$ cat config.mk
export PLATFORM = sky130hd
export DESIGN_NAME = dct_row_packer
export DESIGN_NICKNAME = d
export VERILOG_FILES = /design/src/rtl/dct_row_packer.sv
export SDC_FILE = /design/constraint.sdc
export NUM_CORES = 1
export LEC_CHECK = 0
export ABC_CLOCK_PERIOD_IN_PS = 4850
export CORE_UTILIZATION = 30
export DETAILED_ROUTE_END_ITERATION = 10
export GPL_TIMING_DRIVEN = 0
export SLEW_MARGIN = 20
export SYNTH_ARGS = -nofsm -noshare
export SYNTH_HDL_FRONTEND = slang
export SYNTH_SLANG_ARGS = --single-unit
$ cat constraint.sdc
create_clock -name clk -period 4.85 [get_ports clk]
set_input_delay 0.97 -clock clk [delete_from_list [all_inputs] [get_ports clk]]
set_output_delay 0.97 -clock clk [all_outputs]
set_load 0.01 [all_outputs]
$ cat src/rtl/dct_row_packer.sv
// JPEG DCT front end: packs two 32-bit pixel words into one level-shifted 8x12-bit row, 8 rows per block.
// Optional macro PACKER_BACKPRESSURE_EN adds out_ready; the row write is then held until consumed.
module dct_row_packer #(
  parameter int PIX_W  = 8,
  parameter int COEF_W = 12,
  parameter int ROWS   = 8
) (
  input  logic                clk,
  input  logic                rst,
  input  logic                start,
  input  logic                in_valid,
  input  logic [31:0]         in_data,
`ifdef PACKER_BACKPRESSURE_EN
  input  logic                out_ready,
`endif
  output logic                in_ready,
  output logic                out_wr,
  output logic [8*COEF_W-1:0] out_row,
  output logic                busy,
  output logic                done
);

  typedef enum logic [1:0] {IDLE, WORD0, WORD1} state_t;

  localparam int RW = (ROWS > 1) ? $clog2(ROWS) : 1;
  localparam logic [COEF_W-1:0] HALF = COEF_W'(2 ** (PIX_W - 1));

  state_t              state_q, state_d;
  logic [RW-1:0]       row_q, row_d;
  logic [31:0]         w0_q, w0_d;
  logic [8*COEF_W-1:0] out_row_q, out_row_d;
  logic                out_wr_q, out_wr_d;
  logic                busy_q, busy_d;
  logic                last_q, last_d;

  logic xfer, wr_xfer, is_last, consume;

  function automatic logic [COEF_W-1:0] lvl(input logic [PIX_W-1:0] p);
    return COEF_W'(p) - HALF;
  endfunction

  // A pending row blocks the WORD1 transfer so it can never be overwritten.
  assign in_ready = (state_q == WORD0) || ((state_q == WORD1) && !out_wr_q);
  assign xfer     = in_valid && in_ready;
  assign wr_xfer  = xfer && (state_q == WORD1);
  assign is_last  = (row_q == RW'(ROWS - 1));

`ifdef PACKER_BACKPRESSURE_EN
  assign consume = out_wr_q && out_ready;
`else
  assign consume = out_wr_q;
`endif

  assign done    = consume && last_q;
  assign out_wr  = out_wr_q;
  assign out_row = out_row_q;
  assign busy    = busy_q;

  always_comb begin
    state_d   = state_q;
    row_d     = row_q;
    w0_d      = w0_q;
    out_row_d = out_row_q;
    busy_d    = busy_q;
    last_d    = last_q;
`ifdef PACKER_BACKPRESSURE_EN
    out_wr_d  = wr_xfer || (out_wr_q && !out_ready);
`else
    out_wr_d  = wr_xfer;
`endif

    case (state_q)
      IDLE: begin
        // busy_q still set here means the last row has not been written out yet
        if (start && !busy_q) begin
          state_d = WORD0;
          row_d   = '0;
          busy_d  = 1'b1;
        end
      end
      WORD0: begin
        if (xfer) begin
          w0_d    = in_data;
          state_d = WORD1;
        end
      end
      WORD1: begin
        if (xfer) begin
          for (int i = 0; i < 4; i++) begin
            out_row_d[COEF_W*(7-i) +: COEF_W] = lvl(w0_q[8*(3-i) +: PIX_W]);
            out_row_d[COEF_W*(3-i) +: COEF_W] = lvl(in_data[8*(3-i) +: PIX_W]);
          end
          row_d   = row_q + RW'(1);
          state_d = is_last ? IDLE : WORD0;
        end
      end
      default: state_d = IDLE;
    endcase

    if (wr_xfer)      last_d = is_last;
    else if (consume) last_d = 1'b0;

    if (done) busy_d = 1'b0;
  end

  always_ff @(posedge clk or posedge rst) begin
    if (rst) begin
      state_q   <= IDLE;
      row_q     <= '0;
      w0_q      <= '0;
      out_row_q <= '0;
      out_wr_q  <= 1'b0;
      busy_q    <= 1'b0;
      last_q    <= 1'b0;
    end else begin
      state_q   <= state_d;
      row_q     <= row_d;
      w0_q      <= w0_d;
      out_row_q <= out_row_d;
      out_wr_q  <= out_wr_d;
      busy_q    <= busy_d;
      last_q    <= last_d;
    end
  end

endmodule

-- Word-level counts from Yosys, hierarchy flattened
Cells that the tools add are included.
- $add $sub $neg: 9
- equal/unequal tests: 6
- muxes and demuxes: 13
- reductions and logical operators: 18
- operator list (operator ; count):
    8-bit by 8-bit subtractor with 9-bit output, second input constant ; 8
    2-bit nonzero test ; 4
    1-bit 2-to-1 mux ; 6
    2-bit 2-to-1 mux ; 3
    3-bit 2-to-1 mux ; 2
    2-bit != test, second input constant ; 3
    2-bit case mux with 3 select lines ; 1
    3-bit case mux with 2 select lines ; 1
    2-bit AND reduction ; 3
    3-bit AND reduction ; 2
    1-bit logical AND ; 5
    3-bit by 1-bit adder with 3-bit output, second input constant ; 1
    3-bit equality test, second input constant ; 1
    2-bit by 1-bit equality test with 1-bit output, second input constant ; 1
    2-bit equality test, second input constant ; 1
    1-bit logical NOT ; 2
    2-bit logical NOT ; 1
    1-bit logical OR ; 1
- register bits after elaboration: 136
- input bits: 36
- output and inout bits: 100
- word-level logic and storage cells: 53

-- Depth between registers and ports, before layout
- depth in word-level cells: 6
- mapped depth: 5
- depth with buffers taken out: 5

-- Worst setup path before layout
No wires, ideal clock.
- path kind: reg-to-output
- start: register state_q[0]
- end: output in_ready
- data arrival time: 0.879 ns
- data required time: 3.880 ns
- setup slack: 3.001 ns
- cell stages (with the launch flop): 3
- path buffers: 0
- cells stage by stage: dfrtp_1 nand2b_1 o21ai_0
- cells in the longest elaborated chain, start to end: 3
- elaborated cells on any way between the ends: 4
- those cells by class: 2 x eq/ne; 2 x reduce/logical
- RTL lines (what ; line ; RTL):
    from (decl) ; 28 ; state_t state_q, state_d;
    from (signal assigned) ; 116 ; state_q <= state_d;
    2-bit equality test ; 43 ; assign in_ready = (state_q == WORD0) || ((state_q == WORD1) && !out_wr_q);
    1-bit logical AND ; 43 ;
    1-bit logical OR * ; 43 ;
    to (decl) ; 16 ; output logic in_ready,
Mark *: on every way between the ends. The rest lies on a longest branch, timed or not.

-- Worst setup path after layout
Same ends and word-level chain as after synthesis.

==> impl_metrics.toml <==
[clocking]
cts_num_sinks = 104
cts_hold_buf = 0
htreeDepth = 3
cts_tree = "done"
cts_buffers = 9
clk_pin_slew_ps = 70
cts_buffer_depth = 2
clock_latency_ps = 350
ctsResizeCount = 0
clockRootBuffer = "clkbuf_16"
post_cts_buffers = 0

[pwr]
pwr-share-clk = 0.192
vdd_drop_max_mv = 0.240
switching_share = 0.303
switchingPower_uw = 1230
finalPower_uw = 4080
p_int_uw = 2840
share_comb_of_total_power = 0.434
p_seq_frac = 0.374
power_density_mw_per_mm2 = 649
p_leak_uw = 0.00310

[cells_and_area]
area_growth_pct = 44.5
drive_gt1_frac = 0.181
n_antenna_cell = 0
final_nets = 580

[route]
vias_per_cell = 4.29
drt_iter0_markers = 101
finalWirelength_mm = 10.5
first_pass_iters = 4
drtAntennaViolNets = 0
wl_per_cell_um = 14.4
drcViolationCount = 0
num_vias = 3122

[die]
die_w_um = 122
start_util = 0.311
core_area_sq_mm = 0.0140
ioPinCount = 136
dieArea_sq_mm = 0.0150
die_y_um = 122
num_rows = 43

[critical_path]
arrival_ps = 1750
crit_chain = "nand2b_1 -> o21ai_0 -> clkdlybuf4s50_1"
criticalPathCategory = "reg -> out"
endpoint_kind = "output port"
cp_num_buf_inv = 1
worst-path-max-fanout = 7
max_stage_delay_ps = 560
critPathRequiredTime_ps = 3880
slowest_stage = "clkdlybuf4s50_1"
startpoint_type = "flip-flop"
cp_top_family = "buffers and inverters"

[synthesis]
yosys-top-cells-area = "dfrtp_1 60%, nand2_1 15%, mux2_4 10%, buf_4 6.7%, o21ai_1 1.0%"
yosysWarnings = 0
async_reset_ff_frac = 1.00
synth.distinct_cells = 26
synth_edf_count = 0
synthFlopType = "dfrtp_1"
yosysTopAreaCellShare = 0.599
syn_avg_cell_area_sq_um = 11.0
syn_inst = 395
yosys.area.top_type = "dfrtp_1"
synthesis.area_sq_mm = 0.00434
yosysSeqAreaShare = 0.599
syn_nets = 433
synth-seq-cells = 104

[grt]
grt_max_degree = 54
grt_pass1_vias = 3182
grt_remaining_overflow = 0
antenna_found_initial = 0
grt_use_total = 0.149
grt_pass1_wl_mm = 16.6

[min_path]
hold_path.class = "reg -> reg"

[sta]
fin_crit_sh = 0.561
finalMaxSlewViolations = 0
clock_skew_ps = 5.96
worstMarginPinSlew_ps = 492
final_hold_viol_count = 0
relSlewSlack = 0.672
max_freq_ghz = 0.367
tns_ps = 0
post-route-min-period_ps = 2720
fin_hold_ws_ps = 445
rsz0062_at_grt = "no"
setup_violations = 0
setup_ws_ps = 2130

[job]
maxCapViolations = 0

[outcome]
status = "completed"

[place]
dp_slack_ps = 2390
hpwl_mm = 7.48
routabilityCongestion = 0.771
io_buffers = 135
[worst paths after layout]
kind | start | endpoint | slack, ps | depth (start not counted)
worst min register to register | w0_q[7]$_DFFE_PP0P_ | out_row[59]$_DFFE_PP0P_ | 450 | 1
min in group asynchronous | rst | out_row[28]$_DFFE_PP0P_ | 1040 | 2
max in group asynchronous | rst | last_q$_DFFE_PP0P_ | 3180 | 3
worst min-delay path | w0_q[7]$_DFFE_PP0P_ | out_row[59]$_DFFE_PP0P_ | 450 | 1
worst max register to register | state_q[0]$_DFFE_PP0P_ | out_row[15]$_DFFE_PP0P_ | 3410 | 5
worst max-delay path | state_q[0]$_DFFE_PP0P_ | in_ready | 2130 | 3
[layout by cell type, fill, tap and decap left out, drive strengths merged, types with 2 or more instances in the layout]
cell type,n
mux2,33
buf,50
inv,3
o21ai,11
nand2b,2
clkinvlp,2
clkbuf,11
clkdlybuf4s50,135
nand2,176
nand3b,2
nor3b,2
bufinv,2
ha,2
dfrtp,104
nor2,3
a22o,2
[cells by family after synthesis]
| family | after synthesis | synth area share |
|---|---|---|
| fa+ha+maj | 2 | 0.00576 |
| simple gates | 189 | 0.176 |
| flops | 104 | 0.599 |
| compound gates | 15 | 0.0196 |
| mux | 33 | 0.111 |
| buf+inv | 52 | 0.0890 |
[power by group through the flow]
stage / clock, uW / sequential [uW] / combinational (uW)
2_1_floorplan: 0 / 1600 / 779
3_3_place_gp: 0 / 1520 / 1760
5_1_grt: 843 / 1580 / 1920
4_1_cts: 811 / 1530 / 1800
6_report: 783 / 1530 / 1770
3_5_place_dp: 0 / 1540 / 1790
[cell type report]
cell class	instances	area (sq um)
clock buffer	11	243
sequential	104	2600
buffer	49	375
timing repair buffer	136	1380
tap	180	225
multi-input combinational	239	1360
inverter	3	16.3
clock inverter	5	80.1
fill	1292	7710
[state kept, by name, summed over array words and instances (netlist names)]
| signal | flops |
|---|---|
| out_row | 64 |
| w0_q | 32 |
| row_q | 3 |
| state_q | 2 |
| busy | 1 |
| last_q | 1 |
| out_wr | 1 |
[Yosys cell counts, types with 2 or more instances]
library cell	instances
nand2b_1	2
buf_2	6
o21ai_0	2
mux2_1	3
inv_1	2
buf_6	2
nand2_1	176
nor3b_1	2
buf_4	39
a22o_1	2
o21ai_1	9
nor2_1	3
ha_1	2
buf_8	2
mux2_4	29
dfrtp_1	104
[through the flow]
step,util,instances,instance area (sq um)
final,0.449,727,6280
after global routing,0.449,727,6280
after CTS,0.449,727,6280
after detailed placement,0.426,711,5950
after global placement,0.423,710,5920
after floorplan,-,395,4340
[worst reg2reg max path: stages (launching register included)]
cell	delay (ps)
dfrtp_1	460
nand4bb_2	290
inv_2	170
buf_2	290
nand2_1	90
nand2_1	70
[routing by layer]
metal  vias up  GRT usage  part of all wire
met1      1505      0.178              0.43
met4         0     0.0465             0.013
met3        10     0.0539             0.063
li1       1510          -                 -
met2        97      0.248              0.49
met5         -          0                 0
(Power assumes the default switching activity.)
